[src/rtl/branch_resolve_unit.sv]
// -----------------------------------------------------------------------------
// branch_resolve_unit
//
// Resolves conditional branches and JALR in the ID stage of a 5-stage pipeline.
// Operands are taken from the register file or from the forwarding paths. A
// load still in EX (or in MEM) that feeds the branch forces a stall. A taken
// branch/JALR produces a one-cycle redirect/flush pulse in the cycle after
// the resolving cycle.
//
// Ports
//   clk, rst            : clock, synchronous active-high reset
//   branch_i, jalr_i    : conditional branch / JALR present in ID
//   funct3_i            : branch condition
//   pc_i, imm_i         : ID-stage PC and sign-extended immediate
//   rs1_data_i,
//   rs2_data_i          : register-file read data
//   ex_mem_data_i,
//   mem_wb_data_i       : forwarded results
//   fwd_a, fwd_b        : operand selects (00/11 RF, 01 EX/MEM, 10 MEM/WB)
//   rs1_i, rs2_i        : source register numbers
//   id_ex_mem_read_i,
//   id_ex_rd_i          : load in EX and its destination
//   ex_mem_mem_read_i,
//   ex_mem_rd_i         : load in MEM and its destination
//   stall_o             : hold IF/ID, bubble ID/EX (combinational)
//   redirect_o, flush_o : one-cycle PC redirect / IF/ID squash
//   target_o            : redirect PC (holds last registered value)
//   br_count_o,
//   br_taken_o          : resolved / taken statistics
//
// Configuration
//   BRANCH_STATS_EN     : when defined, br_count_o/br_taken_o are live
//                         wrapping counters; otherwise they are tied to 0.
// -----------------------------------------------------------------------------
module branch_resolve_unit (
  input  logic        clk,
  input  logic        rst,
  input  logic        branch_i,
  input  logic        jalr_i,
  input  logic [2:0]  funct3_i,
  input  logic [31:0] pc_i,
  input  logic [31:0] imm_i,
  input  logic [31:0] rs1_data_i,
  input  logic [31:0] rs2_data_i,
  input  logic [31:0] ex_mem_data_i,
  input  logic [31:0] mem_wb_data_i,
  input  logic [1:0]  fwd_a,
  input  logic [1:0]  fwd_b,
  input  logic [4:0]  rs1_i,
  input  logic [4:0]  rs2_i,
  input  logic        id_ex_mem_read_i,
  input  logic [4:0]  id_ex_rd_i,
  input  logic        ex_mem_mem_read_i,
  input  logic [4:0]  ex_mem_rd_i,
  output logic        stall_o,
  output logic        redirect_o,
  output logic        flush_o,
  output logic [31:0] target_o,
  output logic [31:0] br_count_o,
  output logic [31:0] br_taken_o
);

  typedef enum logic [1:0] {
    S_RESOLVE  = 2'd0,
    S_STALL    = 2'd1,
    S_REDIRECT = 2'd2
  } state_e;

  state_e      state_q, state_d;
  logic        counter_q, counter_d;
  logic [31:0] target_q, target_d;
  logic        redirect_q, redirect_d;
  logic        flush_q, flush_d;

  logic [31:0] op_a_s, op_b_s;
  logic        active_s, hazard_ex_s, hazard_mem_s;
  logic        cond_s, taken_s, resolve_s;
  logic [31:0] target_s, jalr_sum_s;

  // Operand A forwarding mux.
  always_comb begin
    op_a_s = rs1_data_i;
    case (fwd_a)
      2'b01:   op_a_s = ex_mem_data_i;
      2'b10:   op_a_s = mem_wb_data_i;
      default: op_a_s = rs1_data_i;
    endcase
  end

  // Operand B forwarding mux.
  always_comb begin
    op_b_s = rs2_data_i;
    case (fwd_b)
      2'b01:   op_b_s = ex_mem_data_i;
      2'b10:   op_b_s = mem_wb_data_i;
      default: op_b_s = rs2_data_i;
    endcase
  end

  // Load-use hazards only matter while a control-flow instruction sits in ID.
  assign active_s     = branch_i | jalr_i;
  assign hazard_ex_s  = active_s & id_ex_mem_read_i & (id_ex_rd_i != 5'd0) &
                        ((id_ex_rd_i == rs1_i) | (id_ex_rd_i == rs2_i));
  assign hazard_mem_s = active_s & ex_mem_mem_read_i & (ex_mem_rd_i != 5'd0) &
                        ((ex_mem_rd_i == rs1_i) | (ex_mem_rd_i == rs2_i));

  // Branch condition evaluation.
  always_comb begin
    cond_s = 1'b0;
    case (funct3_i)
      3'b000:  cond_s = (op_a_s == op_b_s);
      3'b001:  cond_s = (op_a_s != op_b_s);
      3'b100:  cond_s = ($signed(op_a_s) <  $signed(op_b_s));
      3'b101:  cond_s = ($signed(op_a_s) >= $signed(op_b_s));
      3'b110:  cond_s = (op_a_s <  op_b_s);
      3'b111:  cond_s = (op_a_s >= op_b_s);
      default: cond_s = 1'b0;
    endcase
  end

  assign jalr_sum_s = op_a_s + imm_i;

  // Taken decision and target; JALR wins over a simultaneous branch.
  always_comb begin
    taken_s  = 1'b0;
    target_s = 32'd0;
    if (jalr_i) begin
      taken_s  = 1'b1;
      target_s = {jalr_sum_s[31:1], 1'b0};
    end else if (branch_i) begin
      taken_s  = cond_s;
      target_s = pc_i + imm_i;
    end else begin
      taken_s  = 1'b0;
      target_s = 32'd0;
    end
  end

  // Next-state and registered-output logic.
  always_comb begin
    state_d    = state_q;
    counter_d  = counter_q;
    target_d   = target_q;
    redirect_d = 1'b0;
    flush_d    = 1'b0;
    resolve_s  = 1'b0;
    case (state_q)
      S_RESOLVE: begin
        if (hazard_ex_s) begin
          counter_d = 1'b1;
          state_d   = S_STALL;
        end else if (hazard_mem_s) begin
          state_d = S_RESOLVE;
        end else if (active_s) begin
          resolve_s = 1'b1;
          if (taken_s) begin
            target_d   = target_s;
            redirect_d = 1'b1;
            flush_d    = 1'b1;
            state_d    = S_REDIRECT;
          end else begin
            state_d = S_RESOLVE;
          end
        end else begin
          state_d = S_RESOLVE;
        end
      end
      S_STALL: begin
        if (counter_q != 1'b0) begin
          counter_d = counter_q - 1'b1;
        end else begin
          counter_d = 1'b0;
        end
        if (counter_d == 1'b0) begin
          state_d = S_RESOLVE;
        end else begin
          state_d = S_STALL;
        end
      end
      S_REDIRECT: begin
        // Instruction in ID is wrong-path; it is flushed, not resolved.
        state_d = S_RESOLVE;
      end
      default: begin
        state_d   = S_RESOLVE;
        counter_d = 1'b0;
      end
    endcase
  end

  // Stall is combinational so IF/ID is held in the same cycle the hazard is seen.
  always_comb begin
    stall_o = 1'b0;
    if (rst) begin
      stall_o = 1'b0;
    end else begin
      case (state_q)
        S_RESOLVE:  stall_o = hazard_ex_s | hazard_mem_s;
        S_STALL:    stall_o = 1'b1;
        S_REDIRECT: stall_o = 1'b0;
        default:    stall_o = 1'b0;
      endcase
    end
  end

  // FSM state and registered outputs.
  always_ff @(posedge clk) begin
    if (rst) begin
      state_q    <= S_RESOLVE;
      counter_q  <= 1'b0;
      target_q   <= 32'd0;
      redirect_q <= 1'b0;
      flush_q    <= 1'b0;
    end else begin
      state_q    <= state_d;
      counter_q  <= counter_d;
      target_q   <= target_d;
      redirect_q <= redirect_d;
      flush_q    <= flush_d;
    end
  end

  assign redirect_o = redirect_q;
  assign flush_o    = flush_q;
  assign target_o   = target_q;

`ifdef BRANCH_STATS_EN
  logic [31:0] br_count_q, br_count_d;
  logic [31:0] br_taken_q, br_taken_d;

  // Statistics next values; stalled cycles never set resolve_s.
  always_comb begin
    br_count_d = br_count_q + {31'd0, resolve_s};
    br_taken_d = br_taken_q + {31'd0, resolve_s & taken_s};
  end

  // Statistics counters.
  always_ff @(posedge clk) begin
    if (rst) begin
      br_count_q <= 32'd0;
      br_taken_q <= 32'd0;
    end else begin
      br_count_q <= br_count_d;
      br_taken_q <= br_taken_d;
    end
  end

  assign br_count_o = br_count_q;
  assign br_taken_o = br_taken_q;
`else
  assign br_count_o = 32'd0;
  assign br_taken_o = 32'd0;
`endif

endmodule

[config.mk]
export PLATFORM = sky130hd
export DESIGN_NAME = branch_resolve_unit
export DESIGN_NICKNAME = d
export VERILOG_FILES = /design/src/rtl/branch_resolve_unit.sv
export SDC_FILE = /design/constraint.sdc
export NUM_CORES = 1
export LEC_CHECK = 0
export ABC_AREA = 1
export CAP_MARGIN = 20
export CORE_UTILIZATION = 42
export CTS_CLUSTER_SIZE = 20
export DETAILED_ROUTE_END_ITERATION = 10
export GPL_TIMING_DRIVEN = 1
export PLACE_DENSITY = 0.9
export SLEW_MARGIN = 0
export SYNTH_ARGS = -nofsm -noshare
export SYNTH_HDL_FRONTEND = slang
export SYNTH_SLANG_ARGS = --single-unit
[constraint.sdc]
create_clock -name clk -period 3.98 [get_ports clk]
set_input_delay 0.796 -clock clk [delete_from_list [all_inputs] [get_ports clk]]
set_output_delay 0.796 -clock clk [all_outputs]
set_load 0.005 [all_outputs]
### Word-level counts from Yosys, hierarchy flattened

Index checks and enable logic that the tools add are counted.

* bits in registers: 36
* bits of input ports: 225
* output and inout bits: 99
* word-level logic and storage cells: 71

* add/sub/neg operators: 3
* order comparisons: 4
* eq/ne operators: 18
* mux-type cells: 20
* bitwise gates (word level): 15
* reductions and logical operators: 7

Operators by type and width (number)
* $pmux W32 S2: 2
* $add A32 B32 Y32: 2
* $ge A32 B32 Y1: 2
* $lt A32 B32 Y1: 2
* $mux W32: 2
* $eq A32 B32 Y1: 1
* $ne A32 B32 Y1: 1
* $eq A5 B5 Y1: 4
* $eq A3 B3 Y1 const B: 4
* $reduce_bool A5 Y1: 2
* $mux W1: 8
* $mux W2: 4
* $and A1 B1 Y1: 6
* $eq A2 B1 Y1 const B: 3
* $eq A2 B2 Y1 const B: 3
* $pmux W1 S6: 1
* $not A1 Y1: 5
* $reduce_and A5 Y1: 1
* $reduce_or A5 Y1: 1
* $or A1 B1 Y1: 4
* $pmux W2 S2: 1
* $eq A3 B1 Y1 const B: 1
* $logic_not A3 Y1: 1
* $pmux W1 S3: 1
* other kinds (5): 5

### Logic depth before layout (Yosys ltp)

* depth after elaboration: 11
* gate-level depth with buffers: 29
* gate-level depth less buffers: 26

### Least setup slack after synthesis

OpenSTA, ideal clock, no wires.

* path kind: input-to-reg
* from: in fwd_a[0]
* to: reg target_q[1] (netlist: target_o[1])
* setup time: 0.113 ns
* data arrival time: 3.797 ns
* data required time: 3.867 ns
* slack: 0.070 ns
* stages on the path: 26
* buffers on the path: 4
* path through: inv_1 -> ha_1 -> inv_1 -> clkbuf_1 -> buf_1 -> o221ai_1 -> o21ai_0 -> inv_1 -> ha_1 -> nand2_1 -> nor2_1 -> nand3_1 -> nor2_2 -> nand2_1 -> nand2_1 -> o21ai_1 -> inv_1 -> nand2_1 -> nor2_1 -> nand3_1 -> nand2_2 -> nand2_4 -> buf_12 -> buf_12 -> a21oi_2 -> nor2_1

* cells in the longest elaborated chain, start to end: 7
* elaborated cells on any way between the ends: 15
* those cells by class: add/sub (1); order compare (4); eq/ne (4); mux (5); reduce/logical (1)

Ends and longest elaborated chain
* start, declared: line 47 `input logic [1:0] fwd_a,`
* $eq A2 B2 Y1 / $eq A2 B1 Y1 (equally long branches): line 83 `case (fwd_a)`
* $pmux W32 S2 (*): line 83
* $ge A32 B32 Y1 (tied with other cells): line 116 `3'b111: cond_s = (op_a_s >= op_b_s);`
* $pmux W1 S6: line 110 `case (funct3_i)`
* $mux W1: line 130 `end else if (branch_i) begin`
* $mux W1: line 127 `if (jalr_i) begin`
* $reduce_and A5 Y1 (no source line)
* end signal, assigned: line 217 `target_q <= target_d;`
* end, declared: line 71 `logic [31:0] target_q, target_d;`

Mark *: on every way between the ends. The rest lies on a longest branch, timed or not.
A chain may end at the register's enable or synchronous reset.

### Worst setup path after layout

* from: in rs1_i[3]
* to: out stall_o

* cells in the longest elaborated chain, start to end: 6
* elaborated cells on any way between the ends: 9
* those cells by class: eq/ne (2); mux (2); bitwise (5)

Ends and longest elaborated chain
* start, declared: line 49 `input logic [4:0] rs1_i,`
* $eq A5 B5 Y1, on equally long branches: line 103, 105
* $or A1 B1 Y1, on equally long branches: line 103, 105
* $and A1 B1 Y1, on equally long branches: line 102, 104
* $or A1 B1 Y1 (*): line 198 `S_RESOLVE: stall_o = hazard_ex_s | hazard_mem_s;`
* $pmux W1 S2 (*): line 197 `case (state_q)`
* $mux W1 (*): line 194 `if (rst) begin`
* end, declared: line 55 `output logic stall_o,`

Marked as above.

==> tab_implementation.tex <==
\begin{tabular}{lr}
\hline
Metric & Value \\
\hline
\multicolumn{2}{l}{\textbf{Cells and area}} \\
\quad Fin nets & about 2.2k \\
\quad Number of diodes & 0 \\
\quad Area overhead of the layout relative to synthesis & 49.6\% \\
\quad Share of cells above drive strength 1 & 0.131 \\
\quad Filler cell count in the final layout & 1848 \\
\multicolumn{2}{l}{\textbf{Global route}} \\
\quad Via count of the first global-routing pass & $\sim$11k \\
\quad Pin count of the biggest net entering global routing & 39 \\
\quad All-Layer GR Usage & 0.307 \\
\quad Overflow after GRT & 0 \\
\quad Antenna violations before repair & 0 \\
\quad Wire length of the first global-routing pass & 52300 um \\
\multicolumn{2}{l}{\textbf{Worst setup path}} \\
\quad Worst Setup Start Kind & primary input \\
\quad Crit path buf inv count & 4 \\
\quad Largest stage delay on the critical path & 0.52 ns \\
\quad Max stage delay cell, worst path & sky130\_fd\_sc\_hd\_\_clkdlybuf4s50\_1 \\
\quad Type of the worst setup path & in -> out \\
\quad Start point of the critical path & rs1\_i[3] \\
\quad List of cells traversed by the critical path & clkdlybuf4s50\_1, inv\_1, nand2\_1, nand2\_1, o41ai\_2, nand4\_1, nand2\_1, o21ai\_0, inv\_1, clkdlybuf4s50\_1 \\
\quad Reg-to-reg startpoint & state\_q[1] \\
\quad Data arrival time of the worst path & 2.96 ns \\
\quad Required time of the worst setup path & 3.18 ns \\
\quad Critical path capture point type & primary output \\
\quad Highest fanout seen on the critical path & 3 \\
\quad Kind of cell with the highest combined delay on the critical path & buffers and inverters \\
\quad Most common cell type on the critical path & sky130\_fd\_sc\_hd\_\_nand2\_1 \\
\multicolumn{2}{l}{\textbf{Floorplan}} \\
\quad Area inside the core boundary & between 0.02 and 0.025 mm2 \\
\quad Initial Utilization & 0.428 \\
\quad FP Rows & 52 \\
\quad Area of the die & 0.0211 mm2 \\
\quad Number of top-level pins & 324 \\
\quad Die Width & 145 um \\
\quad Die Y & 145 um \\
\multicolumn{2}{l}{\textbf{Power}} \\
\quad Share of power burned in the clock network & 0.140 \\
\quad Leakage dissipation & about 6.4 nW \\
\quad Worst IR Drop VDD & 161 uV \\
\quad Combinational Power Share & 0.726 \\
\quad Net switching share of the total power & 0.437 \\
\quad Power dissipated by switching net loads & about 1.4 mW \\
\quad Internal power contribution & 1.84 mW \\
\quad PD cells & 253 mW/mm2 \\
\quad Sequential fraction of design power & 0.134 \\
\multicolumn{2}{l}{\textbf{Timing}} \\
\quad Number of hold violations in the final report & 0 \\
\quad Period utilization & 0.943 \\
\quad Minimum setup slack in the final design & 0.226 ns \\
\quad Tightest Pin Transition & 0.572 ns \\
\quad Worst max-slew margin expressed relative to the limit & 0.615 \\
\quad Total Neg Setup Slack & 0 ns \\
\quad Clock skew & 0.00221 ns \\
\quad Fin. max-slew vios & 0 \\
\quad Fmax achieved & 266 MHz \\
\quad Min Tclk post-route & 3.75 ns \\
\quad Final-report setup violation count & 0 \\
\multicolumn{2}{l}{\textbf{Synthesis}} \\
\quad Per-instance average area after synthesis & 5.92 um2 \\
\quad Asr flop ratio synth & 0 \\
\quad Number of flops mapped to enable cells by yosys & 0 \\
\quad Synth Warn \# & 0 \\
\quad Post-Syn Area & 0.00863 mm2 \\
\quad Fraction of the yosys area taken by sequential cells & 0.0812 \\
\quad Synth Instances & 1459 \\
\quad Number of synthesized register bits & 35 \\
\quad Commonest register cell after synthesis & sky130\_fd\_sc\_hd\_\_dfxtp\_1 \\
\quad Synth unique cells & 54 \\
\multicolumn{2}{l}{\textbf{Worst hold path}} \\
\quad Worst Hold Class & reg -> reg \\
\quad Source of the worst hold timing path & target\_o[15] \\
\multicolumn{2}{l}{\textbf{CTS}} \\
\quad CTS tree & built \\
\quad Number of CTS-inserted buffers & 5 \\
\quad Clock slew seen by the registers of the worst setup and hold paths & around 0.050 ns \\
\quad Maximum buffer depth of the clock tree & 2 \\
\quad Clock root buffer master & sky130\_fd\_sc\_hd\_\_clkbuf\_16 \\
\quad TritonCTS Sinks & 35 \\
\quad \# H-tree levels & 2 \\
\quad Hold buffers post-CTS & 0 \\
\quad Clock insertion delay at the later pin of the skew report & 0.28 ns \\
\multicolumn{2}{l}{\textbf{Place}} \\
\quad DP Wirelength & 28100 um \\
\quad Final Wtd Congestion & 0.960 \\
\quad IO buf count & 259 \\
\quad Pre-CTS setup slack & -0.516 ns \\
\multicolumn{2}{l}{\textbf{Job}} \\
\quad Maxcap violations & 0 \\
\multicolumn{2}{l}{\textbf{Routing}} \\
\quad First-pass iteration count of the detailed router & 6 \\
\quad Via/cell ratio & $\sim$5.3 \\
\quad Overall via count from detail\_route & 11.2k \\
\quad DRT iter0 DRCs & around 550 \\
\quad Number of nets with antenna violations after detailed routing & 0 \\
\quad Avg WL per Cell & 16.3 um \\
\quad Sum of routed wire length over all layers & approximately 34000 um \\
\quad DRC violation count after routing & 0 \\
\multicolumn{2}{l}{\textbf{Status}} \\
\quad Status & finished clean \\
\hline
\end{tabular}
-- cells in the final DEF, fill, tap and decap left out, types with 13 or more instances in the layout --
cell type	n
sky130_fd_sc_hd__nand2_1	315
sky130_fd_sc_hd__clkdlybuf4s50_1	255
sky130_fd_sc_hd__inv_1	207
sky130_fd_sc_hd__buf_4	133
sky130_fd_sc_hd__nor2_1	126
sky130_fd_sc_hd__a21oi_1	123
sky130_fd_sc_hd__o21ai_0	98
sky130_fd_sc_hd__ha_1	92
sky130_fd_sc_hd__conb_1	64
sky130_fd_sc_hd__nand3_1	55
sky130_fd_sc_hd__dfxtp_1	35
sky130_fd_sc_hd__o21ai_1	32
sky130_fd_sc_hd__mux2i_1	26
sky130_fd_sc_hd__o221ai_1	22
sky130_fd_sc_hd__o22ai_1	21
sky130_fd_sc_hd__a21oi_2	21
sky130_fd_sc_hd__nand3b_1	20
sky130_fd_sc_hd__xor2_1	13
sky130_fd_sc_hd__nor3_1	13
sky130_fd_sc_hd__nand4_1	13
-- final cells by class --
cell class	instances	area (um2)	area share
tap	270	338	0.0262
clock inverter	2	35.0	0.00271
sequential	35	701	0.0543
timing repair buffer	410	3980	0.308
inverter	216	825	0.0639
clock buffer	6	139	0.0108
multi-input combinational	1168	6900	0.534
-- final timing paths --
kind / to / slack [ns] / depth (start not counted)
setup / recovery: stall_o / 0.23 / 10
hold / removal: target_o[15] / 0.49 / 2
setup reg to reg: target_o[11] / 2.27 / 7
hold reg to reg: target_o[15] / 0.49 / 2
-- flip-flops by register name (all words and copies together) (netlist names) --
register / count
state_q: 2
flush_o: 1
target_o: 32
-- Yosys cell counts, types with 5 or more instances --
master / n / area, um2
sky130_fd_sc_hd__dfxtp_1: 35 / 701
sky130_fd_sc_hd__xor2_1: 13 / 114
sky130_fd_sc_hd__a21oi_2: 18 / 158
sky130_fd_sc_hd__a21o_1: 7 / 52.6
sky130_fd_sc_hd__o221ai_1: 28 / 245
sky130_fd_sc_hd__a221o_1: 6 / 60.1
sky130_fd_sc_hd__a21oi_1: 126 / 631
sky130_fd_sc_hd__nor2_1: 129 / 484
sky130_fd_sc_hd__nand3_1: 56 / 280
sky130_fd_sc_hd__nand3b_1: 20 / 150
sky130_fd_sc_hd__nor4_1: 8 / 50.1
sky130_fd_sc_hd__mux2i_1: 27 / 270
sky130_fd_sc_hd__o21ai_1: 11 / 55.1
sky130_fd_sc_hd__ha_1: 97 / 1210
sky130_fd_sc_hd__nand2_1: 319 / 1200
sky130_fd_sc_hd__clkbuf_1: 21 / 78.8
sky130_fd_sc_hd__o22ai_1: 31 / 194
sky130_fd_sc_hd__nand4_1: 13 / 81.3
sky130_fd_sc_hd__nor3_1: 13 / 65.1
sky130_fd_sc_hd__o21ai_0: 121 / 606
sky130_fd_sc_hd__buf_4: 68 / 510
sky130_fd_sc_hd__buf_1: 7 / 26.3
sky130_fd_sc_hd__o21bai_1: 5 / 37.5
sky130_fd_sc_hd__inv_1: 212 / 796
sky130_fd_sc_hd__xnor2_1: 8 / 70.1
-- routing by layer --
layer  wire, um  track usage  vias up
li1           -            -     5561
met1      13400        0.354     5004
met2      17100        0.568      512
met3       2370       0.0345      105
met4       1540        0.138        0
met5          0            0        -
-- power by group through the flow --
stage | Combinational, mW | Sequential (mW) | Clock (mW)
2_1_floorplan | 1.26 | 0.447 | 0
3_3_place_gp | 2.15 | 0.442 | 0
3_5_place_dp | 2.19 | 0.445 | 0
4_1_cts | 2.26 | 0.438 | 0.462
5_1_grt | 2.60 | 0.445 | 0.477
6_report | 2.38 | 0.438 | 0.460
-- cells by family (layout without fill, tap and decap cells) --
group	after synthesis	in the layout	synth area share
flops	35	35	0.0812
compound gates	379	379	0.260
buf+inv	319	634	0.175
mux	27	27	0.0313
simple gates	578	578	0.285
fa+ha+maj	99	99	0.145
xor+xnor	21	21	0.0213
other cells	1	64	0.000434
-- what timing repair did --
item / in CTS / in global routing
cloned: 5 / 2
buffers inserted: 3 / 13
setup endpoints to repair: 34 / 35
pin swaps: 12 / 12
resized for setup: 36 / 57
-- worst reg2reg max path, stage by stage (launching register included) --
cell and delay [ns]:
sky130_fd_sc_hd__dfxtp_1 0.30, sky130_fd_sc_hd__nor2_1 0.16, sky130_fd_sc_hd__inv_1 0.11, sky130_fd_sc_hd__nor2_4 0.19, sky130_fd_sc_hd__buf_4 0.47, sky130_fd_sc_hd__nand3_1 0.19
sky130_fd_sc_hd__nand2_1 0.12, sky130_fd_sc_hd__nor2_1 0.06
-- through the flow --
step	hold WS (ns)	area [um2]	utilization	power (mW)	std cells
after floorplan	0.466	8870	-	1.70	1522
after global placement	0.465	12200	0.603	2.59	2076
after detailed placement	0.477	12200	0.603	2.63	2076
after CTS	0.494	12600	0.625	3.16	2092
after global routing	0.512	12900	0.640	3.53	2107
final	0.488	12900	0.640	3.27	2107
(Power assumes the default switching activity.)
